==> config.mk <==
export PLATFORM = sky130hd
export DESIGN_NAME = seg_scan_driver
export DESIGN_NICKNAME = d
export VERILOG_FILES = /design/src/rtl/seg_pkg.sv /design/src/rtl/seg_hex_decode.sv /design/src/rtl/seg_scan_driver.sv
export SDC_FILE = /design/constraint.sdc
export NUM_CORES = 1
export LEC_CHECK = 0
export CAP_MARGIN = 5
export CORE_MARGIN = 4
export CORE_UTILIZATION = 30
export CTS_CLUSTER_SIZE = 10
export DETAILED_ROUTE_END_ITERATION = 8
export HOLD_SLACK_MARGIN = 0.05
export SLEW_MARGIN = 40
export SYNTH_ARGS = -nofsm -noshare
export SYNTH_HDL_FRONTEND = slang
export SYNTH_SLANG_ARGS = --single-unit
==> constraint.sdc <==
create_clock -name clk -period 2.8 [get_ports clk]
set_input_delay 0.28 -clock clk [delete_from_list [all_inputs] [get_ports clk]]
set_output_delay 0.28 -clock clk [all_outputs]
set_load 0.01 [all_outputs]
==> src/rtl/seg_pkg.sv <==
// seg_pkg: active-low seven-segment glyphs (seg[6]=a .. seg[0]=g), anode-off pattern, digit index type.
package seg_pkg;
  typedef logic [1:0] digit_t;
  localparam logic [6:0] SEG_0 = 7'b0000001;
  localparam logic [6:0] SEG_1 = 7'b1001111;
  localparam logic [6:0] SEG_2 = 7'b0010010;
  localparam logic [6:0] SEG_3 = 7'b0000110;
  localparam logic [6:0] SEG_4 = 7'b1001100;
  localparam logic [6:0] SEG_5 = 7'b0100100;
  localparam logic [6:0] SEG_6 = 7'b0100000;
  localparam logic [6:0] SEG_7 = 7'b0001111;
  localparam logic [6:0] SEG_8 = 7'b0000000;
  localparam logic [6:0] SEG_9 = 7'b0000100;
  localparam logic [6:0] SEG_A = 7'b0001000;
  localparam logic [6:0] SEG_B = 7'b1100000;
  localparam logic [6:0] SEG_C = 7'b0110001;
  localparam logic [6:0] SEG_D = 7'b1000010;
  localparam logic [6:0] SEG_E = 7'b0110000;
  localparam logic [6:0] SEG_F = 7'b0111000;
  localparam logic [6:0] SEG_OFF = 7'b1111111;
  localparam logic [3:0] AN_OFF = 4'b1111;
endpackage

==> src/rtl/seg_hex_decode.sv <==
// seg_hex_decode: combinational 4-bit hex value to active-low seven-segment glyph.
module seg_hex_decode
  import seg_pkg::*;
(
  input  logic [3:0] value,
  output logic [6:0] glyph
);
  always_comb begin
    glyph = SEG_OFF;
    case (value)
      4'h0: glyph = SEG_0;
      4'h1: glyph = SEG_1;
      4'h2: glyph = SEG_2;
      4'h3: glyph = SEG_3;
      4'h4: glyph = SEG_4;
      4'h5: glyph = SEG_5;
      4'h6: glyph = SEG_6;
      4'h7: glyph = SEG_7;
      4'h8: glyph = SEG_8;
      4'h9: glyph = SEG_9;
      4'ha: glyph = SEG_A;
      4'hb: glyph = SEG_B;
      4'hc: glyph = SEG_C;
      4'hd: glyph = SEG_D;
      4'he: glyph = SEG_E;
      4'hf: glyph = SEG_F;
      default: glyph = SEG_OFF;
    endcase
  end
endmodule

==> src/rtl/seg_scan_driver.sv <==
// seg_scan_driver: captures adder operands/result and scans four common-anode digits (A, B, tens, ones).
// Define SEG_BLANK_EN to blank all anodes for the first BLANK_CYCLES of every digit slot.
module seg_scan_driver
  import seg_pkg::*;
#(
  parameter int DIGIT_CYCLES = 100000,
  parameter int BLANK_CYCLES = 8
) (
  input  logic       clk,
  input  logic       rst,
  input  logic       load,
  input  logic [3:0] a,
  input  logic [3:0] b,
  input  logic [3:0] sum,
  input  logic       co,
  output logic [6:0] seg,
  output logic [3:0] an
);
  localparam int CW = $clog2(DIGIT_CYCLES);
  logic [3:0] held_a, held_b, ones, nib;
  logic [4:0] held_r;
  logic [1:0] tens;
  logic [CW-1:0] cnt;
  digit_t dig;
  logic [6:0] glyph, seg_d;
  logic [3:0] an_d;
  logic wrap, blank;
  assign wrap = cnt == CW'(DIGIT_CYCLES - 1);
`ifdef SEG_BLANK_EN
  assign blank = cnt < CW'(BLANK_CYCLES);
`else
  assign blank = 1'b0;
`endif
  // Compare ladder instead of a divider; result never exceeds 31.
  always_comb begin
    tens = held_r >= 5'd30 ? 2'd3 : held_r >= 5'd20 ? 2'd2 : held_r >= 5'd10 ? 2'd1 : 2'd0;
    ones = 4'(held_r - 5'(tens) * 5'd10);
    nib = dig == 2'd3 ? held_a : dig == 2'd2 ? held_b : dig == 2'd1 ? {2'b00, tens} : ones;
  end
  seg_hex_decode u_dec (.value(nib), .glyph(glyph));
  always_comb begin
    seg_d = (blank || (dig == 2'd1 && tens == 2'd0)) ? SEG_OFF : glyph;
    an_d = blank ? AN_OFF : ~(4'b0001 << dig);
  end
  always_ff @(posedge clk or posedge rst) begin
    if (rst) begin
      held_a <= '0;
      held_b <= '0;
      held_r <= '0;
      cnt <= '0;
      dig <= '0;
      seg <= SEG_OFF;
      an <= AN_OFF;
    end else begin
      if (load) {held_a, held_b, held_r} <= {a, b, co, sum};
      cnt <= wrap ? '0 : cnt + CW'(1);
      if (wrap) dig <= dig + 2'd1;
      seg <= seg_d;
      an <= an_d;
    end
  end
endmodule

* Word level (Yosys, flattened, before mapping)
Memory sizes are Yosys's and may differ from the RTL's.
Cells that the tools add are included.
Widths: inputs -> output; s select.
** Storage, ports and cells
- Bits of input ports :: 16
- Output and inout port bits :: 11
- Memories kept :: 1
- Word-level logic and storage cells :: 31
- Flip-flop bits (word level) :: 43
- ROM bits :: 112
** Memory list
- (no name shown) :: words 16, bits a word 7, rd ports 1, clocked after Yosys merged registers in 0, write ports 0, RTL line seg_hex_decode.sv:10 : case (value)
** Cells by class
- Muxes and demuxes :: 8
- Multipliers :: 1
- Reductions and logical operators :: 2
- Equality and inequality tests :: 4
- Magnitude comparators :: 3
- Bitwise gates (word level) :: 1
- Shift-type cells :: 1
- Add/subtract/negate cells :: 3
** Operators with widths (number)
- $add 17x1->17 const B :: 1
- $eq 17x17->1 const B :: 1
- $mux 17 :: 1
- $mux 4 :: 3
- $ge 5x5->1 const B :: 2
- $mux 7 :: 1
- $ge 5x4->1 const B :: 1
- $eq 2x2->1 const B :: 2
- $mux 2 :: 2
- $not 4->4 :: 1
- $shl 1x2->4 const A :: 1
- $sub 4x4->4 :: 1
- $mul 2x3->3 const B :: 1
- $add 2x1->2 const B :: 1
- $eq 2x1->1 const B :: 1
- $logic_not 2->1 :: 1
- $logic_and 1x1->1 :: 1
- $mux 1 :: 1

* Depth between registers and ports, before layout
Gate-level depths: netlist (run 1).
An unclocked memory read counts as a cell.
- Depth after elaboration :: 11
- Depth in mapped cells :: 12
- Mapped depth without buffers :: 11

* By module
A second synthesis (run 1) with hierarchy kept.
** Second synthesis, totals
- Cells, all modules :: 206
- Area total of the unflattened synthesis :: 2298.5 sq um
** Modules (own cells, without submodules)
- seg_scan_driver :: cells each 173, instances 1, area an instance 2029.4 sq um, seq. area each 1089.8 sq um
- seg_hex_decode :: cells each 33, instances 1, area an instance 269.0 sq um, seq. area each 0.0 sq um

* Least setup slack after synthesis (run 1)
Ideal clock, no wire load.
- Kind :: register to register
- From :: reg held_r[4]
- To :: reg seg[0]
- Arrival time :: 2.659 ns
- Path buffers :: 1
- Clock period less this slack :: 2.742 ns
- Cell stages (with the launch flop) :: 12
- Library setup time :: 0.083 ns
- Slack :: 0.058 ns
- Required time :: 2.717 ns
- Cell sequence :: dfrtp_1 buf_2 nor3b_1 a311oi_1 inv_1 ha_1 fa_1 or3_1 a211o_1 o211ai_2 nand2_4 a221o_1
** Between the ends
- Longest elaborated chain between the ends :: 11
- Elaborated cells between the ends (all ways) :: 15
- Classes of those cells :: add/sub: 1; mul: 1; order compare: 3; mux: 7; reduce/logical: 2; memory: 1
** RTL lines
- from (decl) :: RTL line seg_scan_driver.sv:21 : logic [4:0] held_r;
- from (signal assigned) :: RTL line seg_scan_driver.sv:55 : if (load) {held_a, held_b, held_r} <= {a, b, co, sum};
- $ge 5x4->1 :: RTL line seg_scan_driver.sv:36 : tens = held_r >= 5'd30 ? 2'd3 : held_r >= 5'd20 ? 2'd2 : held_r >= 5'd10 ? 2'd1 : 2'd0;
- $mux 1 :: RTL line seg_scan_driver.sv:36
- $mux 2 :: RTL line seg_scan_driver.sv:36
- $mux 2 (*) :: RTL line seg_scan_driver.sv:36
- $mul 2x3->3 :: RTL line seg_scan_driver.sv:37 : ones = 4'(held_r - 5'(tens) * 5'd10);
- $sub 4x4->4 :: RTL line seg_scan_driver.sv:37
- $mux 4 (3 in series) :: RTL line seg_scan_driver.sv:38 : nib = dig == 2'd3 ? held_a : dig == 2'd2 ? held_b : dig == 2'd1 ? {2'b00, tens} : ones;
- $mem_v2 16x7
- $mux 7 (*) :: RTL line seg_scan_driver.sv:42 : seg_d = (blank || (dig == 2'd1 && tens == 2'd0)) ? SEG_OFF : glyph;
- via seg_d[0] :: RTL line seg_scan_driver.sv:25 : logic [6:0] glyph, seg_d;
- to (signal assigned) :: RTL line seg_scan_driver.sv:58 : seg <= seg_d;
- to (decl) :: RTL line seg_scan_driver.sv:16 : output logic [6:0] seg,
The timed path passes the listed nets; every way through them passes the cells marked *.
A chain may end at the register's enable or synchronous reset.

* Worst setup path in the final report (run 1)
Same ends and word-level chain as after synthesis.

==> impl_metrics.csv, run 1 <==
group,metric,value,unit
global_route,overflow,0,
detailed_routing,drc,0,
timing,final-hold-violation-count,0,
clocking,insertion_delay,0.30,ns
clocking,hold_buffers,0,
detailed_routing,wl_per_cell,13.1,µm
timing,rsz0062_at_grt,"true",
logic_synthesis,syn_area,2380,µm²
timing,worst_pin_slew,0.642,ns
logic_synthesis,syn_nets,262,
setup_path,r2r-start,"held_r[4]$_DFFE_PP0P_",
clocking,htree_levels,2,
detailed_routing,ant_nets,0,
floorplan,die_w,97.1,µm
detailed_routing,routed_wirelength,4.91,mm
logic_synthesis,ys_ff_latch,43,
timing,finClkSkew,0.00834,ns
run,cap_violations,0,
setup_path,reg2reg_slack,0.02,ns
timing,finalMaxSlewViolations,0,
detailed_routing,vias_per_cell,4.76,
logic_synthesis,synth-edff-count,0,
timing,period_minus_slack,2.78,ns
logic_synthesis,yosysTopAreaCellShare,33.6,%
final_layout,syn2layout_area_growth,27.0,%
global_route,antenna_found_initial,0,
floorplan,die_y,97.1,µm
detailed_routing,drtIter0Drc,47,
setup_path,worstSetupPathType,"reg -> reg",
timing,fmax,360,MHz
placed_design,hpwl,3.49,mm
floorplan,die_area,9430,µm²
final_layout,layout-drive-gt1-share,25.9,%
setup_path,cp-start-kind,"flop",
final_layout,fin_nets,303,
logic_synthesis,synth.largest_area_cell,"dfrtp_1",
status,status,"finished clean",
floorplan,start_util,30.8,%
floorplan,io_pins,27,
logic_synthesis,synth_cell_types,53,
timing,setup_viol_count_final,0,
clocking,cts_tree,"yes",
logic_synthesis,syn_area_per_cell,10.3,µm²
floorplan,core,7730,µm²
clocking,cts_root_buffer,"clkbuf_8",
clocking,path_clk_slew,0.09,ns
pwr,p_per_area,559,nW/µm²
floorplan,rows,32,
final_layout,layoutNonFillerInstCount,376,
global_route,grt_pass1_wl,8.26,mm
setup_path,endpoint_kind,"flop",
setup_path,rr_worst_depth,10,
setup_path,crit_fanout,7,
logic_synthesis,yosysSeqAreaShare,45.7,%
clocking,clock_path_buffers,2,
global_route,grt_pass1_vias,1849,
logic_synthesis,async_flop_share,100,%
placed_design,place_congestion,0.804,
global_route,grt_max_degree,44,
timing,final.setup.tns,0,ns
clocking,cts_sinks,43,
setup_path,worstPathArrival,3.01,ns
logic_synthesis,synth.most_common_cell,"dfrtp_1",
setup_path,crit_path_start,"held_r[4]$_DFFE_PP0P_",
logic_synthesis,synth.area.top_cells,"dfrtp_1 (34%), dfstp_2 (12%), ha_1 (6.8%)",
hold_path,hold_path_class,"in -> async",
placed_design,portBuffers,26,
logic_synthesis,ys_warn_count,0,
placed_design,placed_cells,365,
logic_synthesis,synthCells,232,
clocking,cts_made_buffers,5,
logic_synthesis,ys.flop_type,"dfrtp_1",
detailed_routing,drt_pre_antenna_iters,4,
setup_path,crit_path_end,"seg[0]$_DFF_PP1_",
detailed_routing,num_vias,1791,
pwr,ir_worst_vdd,0.210,mV
timing,period_share,99.2,%
pwr,leakagePower,0.00127,µW
setup_path,worstPathRequired,3.03,ns
logic_synthesis,synthTopCellsByCount,"dfrtp_1 (32), nor2_1 (23), nand2_1 (17), inv_1 (15), ha_1 (13)",
setup_path,r2r_end,"seg[0]$_DFF_PP1_",
final_layout,antennaDiodeCount,0,
global_route,grt_usage,10.7,%
timing,slew-limit-headroom,57.1,%
-- cells by family after synthesis --
kind of cell	synth area share [%]
AND/OR/NAND/NOR	19.1
AO/OA/AOI/OAI	11.8
XOR/XNOR	5.88
adder cells (fa/ha/maj)	7.67
buffers and inverters	4.62
flip-flops	45.7
multiplexers	5.20
-- worst min-delay path by stage --
stage,end,slack [ns],depth (start not counted)
2_1_floorplan,held_a[3]$_DFFE_PP0P_,0.40,2
3_3_place_gp,cnt[0]$_DFF_PP0_,0.48,1
3_5_place_dp,cnt[0]$_DFF_PP0_,0.49,1
4_1_cts,held_r[2]$_DFFE_PP0P_,0.43,3
5_1_grt,held_a[2]$_DFFE_PP0P_,0.47,3
6_report,held_a[2]$_DFFE_PP0P_,0.41,3
-- power breakdown --
part | total [µW] | switching [µW] | internal [µW] | leakage (µW)
sequential | 734 | 22.7 | 711 | 0.000519
clock | 413 | 234 | 179 | 0.0000443
combinational | 543 | 244 | 299 | 0.000703
total | 1690 | 501 | 1190 | 0.00127
-- cell usage in the layout (no fill, tap or decap), types with 3 or more instances in the layout --
master,n
clkbuf_8,5
inv_1,15
dfrtp_1,31
clkdlybuf4s50_1,26
dfstp_2,11
nand4_1,5
nor2b_1,3
o211ai_1,3
nor3_1,5
o21ai_0,9
nand2b_1,4
ha_1,12
nand2_1,17
xnor2_1,9
nand3_1,10
xor2_1,7
nor2_1,22
buf_4,18
mux2_2,11
-- area by class of cell --
cell class | count | area [µm²]
Timing Repair Buffer | 44 | 395
Multi-Input combinational cell | 164 | 1260
Tap cell | 102 | 128
Sequential cell | 43 | 1090
Clock inverter | 3 | 25.0
Inverter | 15 | 56.3
Fill cell | 737 | 4700
Clock buffer | 5 | 68.8
-- flip-flops by register name, indices dropped and copies added (netlist names) --
name,flops
held_r,5
held_b,4
held_a,4
cnt,17
an,4
seg,7
dig,2
-- routing by layer --
metal  global-route usage (%)  up-vias  routed length (µm)
met4                     2.92        0                  48
met2                     19.3       25                2560
met1                     11.5      874                2080
met3                     4.16        4                 232
li1                         -      888                   -
met5                        0        -                   0
-- repair_timing --
| action | 4_1_cts | 5_1_grt |
|---|---|---|
| resized for setup | 3 | 13 |
| setup endpoints to repair | 4 | 7 |
| pin swaps | 2 | 9 |
| setup buffers | 4 | 0 |
-- worst max-delay path, cell delays in order (launching register included) --
cell and delay, ns:
dfrtp_2 0.45, nor3b_4 0.17, a311oi_2 0.27, inv_1 0.10, ha_2 0.19, fa_2 0.34
or3_1 0.30, a211o_1 0.34, o211ai_4 0.17, nand2_4 0.07, a221o_1 0.32
-- per-stage QoR --
stage / power, µW / instance area, µm² / util, % / setup slack (ns) / hold slack (ns)
6_report: 1690 / 3030 / 39.2 / 0.0218 / 0.415
5_1_grt: 1800 / 3030 / 39.2 / -0.0879 / 0.473
4_1_cts: 1680 / 2970 / 38.4 / 0.0172 / 0.434
3_5_place_dp: 1240 / 2830 / 36.6 / -0.0320 / 0.486
3_3_place_gp: 1230 / 2830 / 36.6 / 0.00955 / 0.479
2_1_floorplan: 1020 / 2380 / - / 0.0579 / 0.401
Note: power is estimated with default switching activity, not from simulation.
==> run 2: changes to the inputs <==
--- a/config.mk
+++ b/config.mk
@@ -11,7 +11,9 @@
 export CTS_CLUSTER_SIZE = 10
 export DETAILED_ROUTE_END_ITERATION = 8
 export HOLD_SLACK_MARGIN = 0.05
+export PLACE_DENSITY_LB_ADDON = 0.08
 export SLEW_MARGIN = 40
 export SYNTH_ARGS = -nofsm -noshare
 export SYNTH_HDL_FRONTEND = slang
 export SYNTH_SLANG_ARGS = --single-unit
+export TNS_END_PERCENT = 5
==> run 2 against run 1 <==
Effect of this change: cell count grew 1.3%; critical endpoint is now seg[1]$_DFF_PP1_; highest routed layer unchanged; clock-buffer cell count grew 1; utilization grew 0.74 points; largest cell class unchanged; non-clock buffer count grew 5; critical path type unchanged; clock skew shrank 0.0050 ns.
==> impl_metrics.csv, run 2 (synthesis gave the netlist of run 1 again) <==
group,metric,value,unit
setup_path,worstSetupPathType,"reg -> reg",
timing,fmax,362,MHz
floorplan,die_y,97.1,µm
run,cap_violations,0,
final_layout,reg.largest.list,"cnt x17, seg x7, held_r x5",
detailed_routing,num_vias,1833,
floorplan,die_area,9430,µm²
timing,finClkSkew,0.00339,ns
timing,slew-limit-headroom,57.0,%
global_route,overflow,0,
setup_path,slowest_delay,0.44,ns
global_route,grt_pass1_vias,1787,
clocking,path_clk_slew,0.08,ns
clocking,htree_levels,2,
global_route,grt_usage,11.4,%
final_layout,syn2layout_area_growth,29.4,%
final_layout,final_common_cell,"dfrtp_1",
final_layout,antennaDiodeCount,0,
setup_path,r2r_end,"seg[1]$_DFF_PP1_",
setup_path,rr_worst_depth,10,
global_route,antenna_found_initial,0,
setup_path,crit_fanout,7,
status,status,"finished clean",
clocking,hold_buffers,0,
detailed_routing,wl_per_cell,13.6,µm
final_layout,layout-drive-gt1-share,25.4,%
timing,worst_pin_slew,0.643,ns
clocking,cts_sinks,43,
timing,final-hold-violation-count,0,
floorplan,die_w,97.1,µm
placed_design,hpwl,3.90,mm
detailed_routing,drtIter0Drc,72,
detailed_routing,vias_per_cell,4.81,
detailed_routing,drc,0,
final_layout,fin_nets,308,
placed_design,portBuffers,26,
detailed_routing,routed_wirelength,5.19,mm
setup_path,cp-start-kind,"flop",
timing,timing.hold.ws,0.209,ns
setup_path,worstPathRequired,3.03,ns
global_route,grt_max_degree,22,
timing,final.setup.tns,0,ns
clocking,insertion_delay,0.30,ns
final_layout,largest_reg_flops,17,
detailed_routing,drt_pre_antenna_iters,4,
timing,finalMaxSlewViolations,0,
setup_path,r2r-start,"held_r[3]$_DFFE_PP0P_",
placed_design,place_congestion,0.765,
timing,period_share,98.7,%
setup_path,worstPathArrival,2.99,ns
hold_path,hold_path_class,"in -> async",
clocking,cts_root_buffer,"clkbuf_8",
timing,rsz0062_at_grt,"true",
pwr,p_per_area,606,nW/µm²
pwr,leakagePower,0.00130,µW
setup_path,reg2reg_slack,0.04,ns
floorplan,io_pins,27,
timing,period_minus_slack,2.76,ns
pwr,ir_worst_vdd,0.231,mV
setup_path,crit_chain,"buf_6 -> a311oi_2 -> inv_1 -> ha_2 -> fa_2 -> or3_1 -> a211o_1 -> o211ai_4 -> nand2_4 -> a221o_1",
floorplan,start_util,30.8,%
clocking,cts_made_buffers,5,
floorplan,core,7730,µm²
final_layout,regMostFlops,"cnt",
timing,setup_viol_count_final,0,
final_layout,fill_cells,765,
global_route,grt_pass1_wl,8.78,mm
clocking,cts_tree,"yes",
setup_path,critPathSlowestCell,"dfrtp_1",
floorplan,rows,32,
final_layout,final_cell_mix,"dfrtp_1 (32), clkdlybuf4s50_1 (26), nor2_1 (22)",
clocking,clock_path_buffers,2,
setup_path,endpoint_kind,"flop",
detailed_routing,ant_nets,0,
## run 2: changes by cell type in the layout (fill, tap and decap cells not counted), moves of 2 or more
| cell | previous run | this run |
|---|---|---|
| buf_6 | 0 | 2 |
| buf_4 | 18 | 21 |
| o21ai_1 | 0 | 2 |
| clkinv_4 | 2 | 0 |
| o21ai_0 | 9 | 7 |
| bufinv_16 | 0 | 2 |
## run 2: worst max-delay path, delay by kind of cell, from the launching register on
family / cells / cell delay [ns]
AO/OA/AOI/OAI: 4 / 1.11
adder cells (fa/ha/maj): 2 / 0.52
flip-flops: 1 / 0.44
AND/OR/NAND/NOR: 2 / 0.38
buffers and inverters: 2 / 0.25
## run 2: per-layer routing
layer | wire length [µm] | vias to the layer above | GRT usage [%]
met5 | 0 | - | 0
met4 | 78 | 0 | 3.89
li1 | - | 903 | -
met2 | 2220 | 41 | 16.3
met1 | 2600 | 883 | 16.7
met3 | 288 | 6 | 2.80
## run 2: repair_timing
action,in CTS,in global routing
pin swaps,0,6
setup endpoints to repair,2,7
setup buffers,0,4
resized for setup,1,14
hold endpoints to repair,0,0
## run 2: worst max path at each step
stage	start	end	cells past startpoint
floorplan	held_r[4]$_DFFE_PP0P_	seg[0]$_DFF_PP1_	11
detailed placement	held_r[1]$_DFFE_PP0P_	seg[0]$_DFF_PP1_	10
CTS	held_r[1]$_DFFE_PP0P_	seg[0]$_DFF_PP1_	10
global route	held_r[3]$_DFFE_PP0P_	seg[1]$_DFF_PP1_	10
finish	held_r[3]$_DFFE_PP0P_	seg[1]$_DFF_PP1_	10
global placement	held_r[3]$_DFFE_PP0P_	seg[0]$_DFF_PP1_	10
## run 2: cell type report
class                           instances  area [µm²]  area share, %
Clock buffer                            6        72.6           2.35
Clock inverter                          2        60.1           1.95
Inverter                               15        56.3           1.83
Multi-Input combinational cell        164        1240           40.1
Sequential cell                        43        1090           35.3
Tap cell                              102         128           4.14
Timing Repair Buffer                   49         440           14.3
## run 2: per-stage QoR
step	power (µW)	instance area, µm²	worst slack (ns)	util [%]	std cells
3_5_place_dp	1250	2860	0.00815	37.0	369
5_1_grt	1970	3080	-0.0651	39.9	381
6_report	1870	3080	0.0358	39.9	381
2_1_floorplan	1020	2380	0.0579	-	232
3_3_place_gp	1250	2860	0.0482	37.0	369
4_1_cts	1840	3000	0.0445	38.8	377
## run 2: power breakdown
| group | total (µW) | switching, µW | internal (µW) |
|---|---|---|---|
| sequential | 735 | 24.0 | 711 |
| clock | 579 | 222 | 357 |
| combinational | 555 | 250 | 305 |
| total | 1870 | 496 | 1370 |
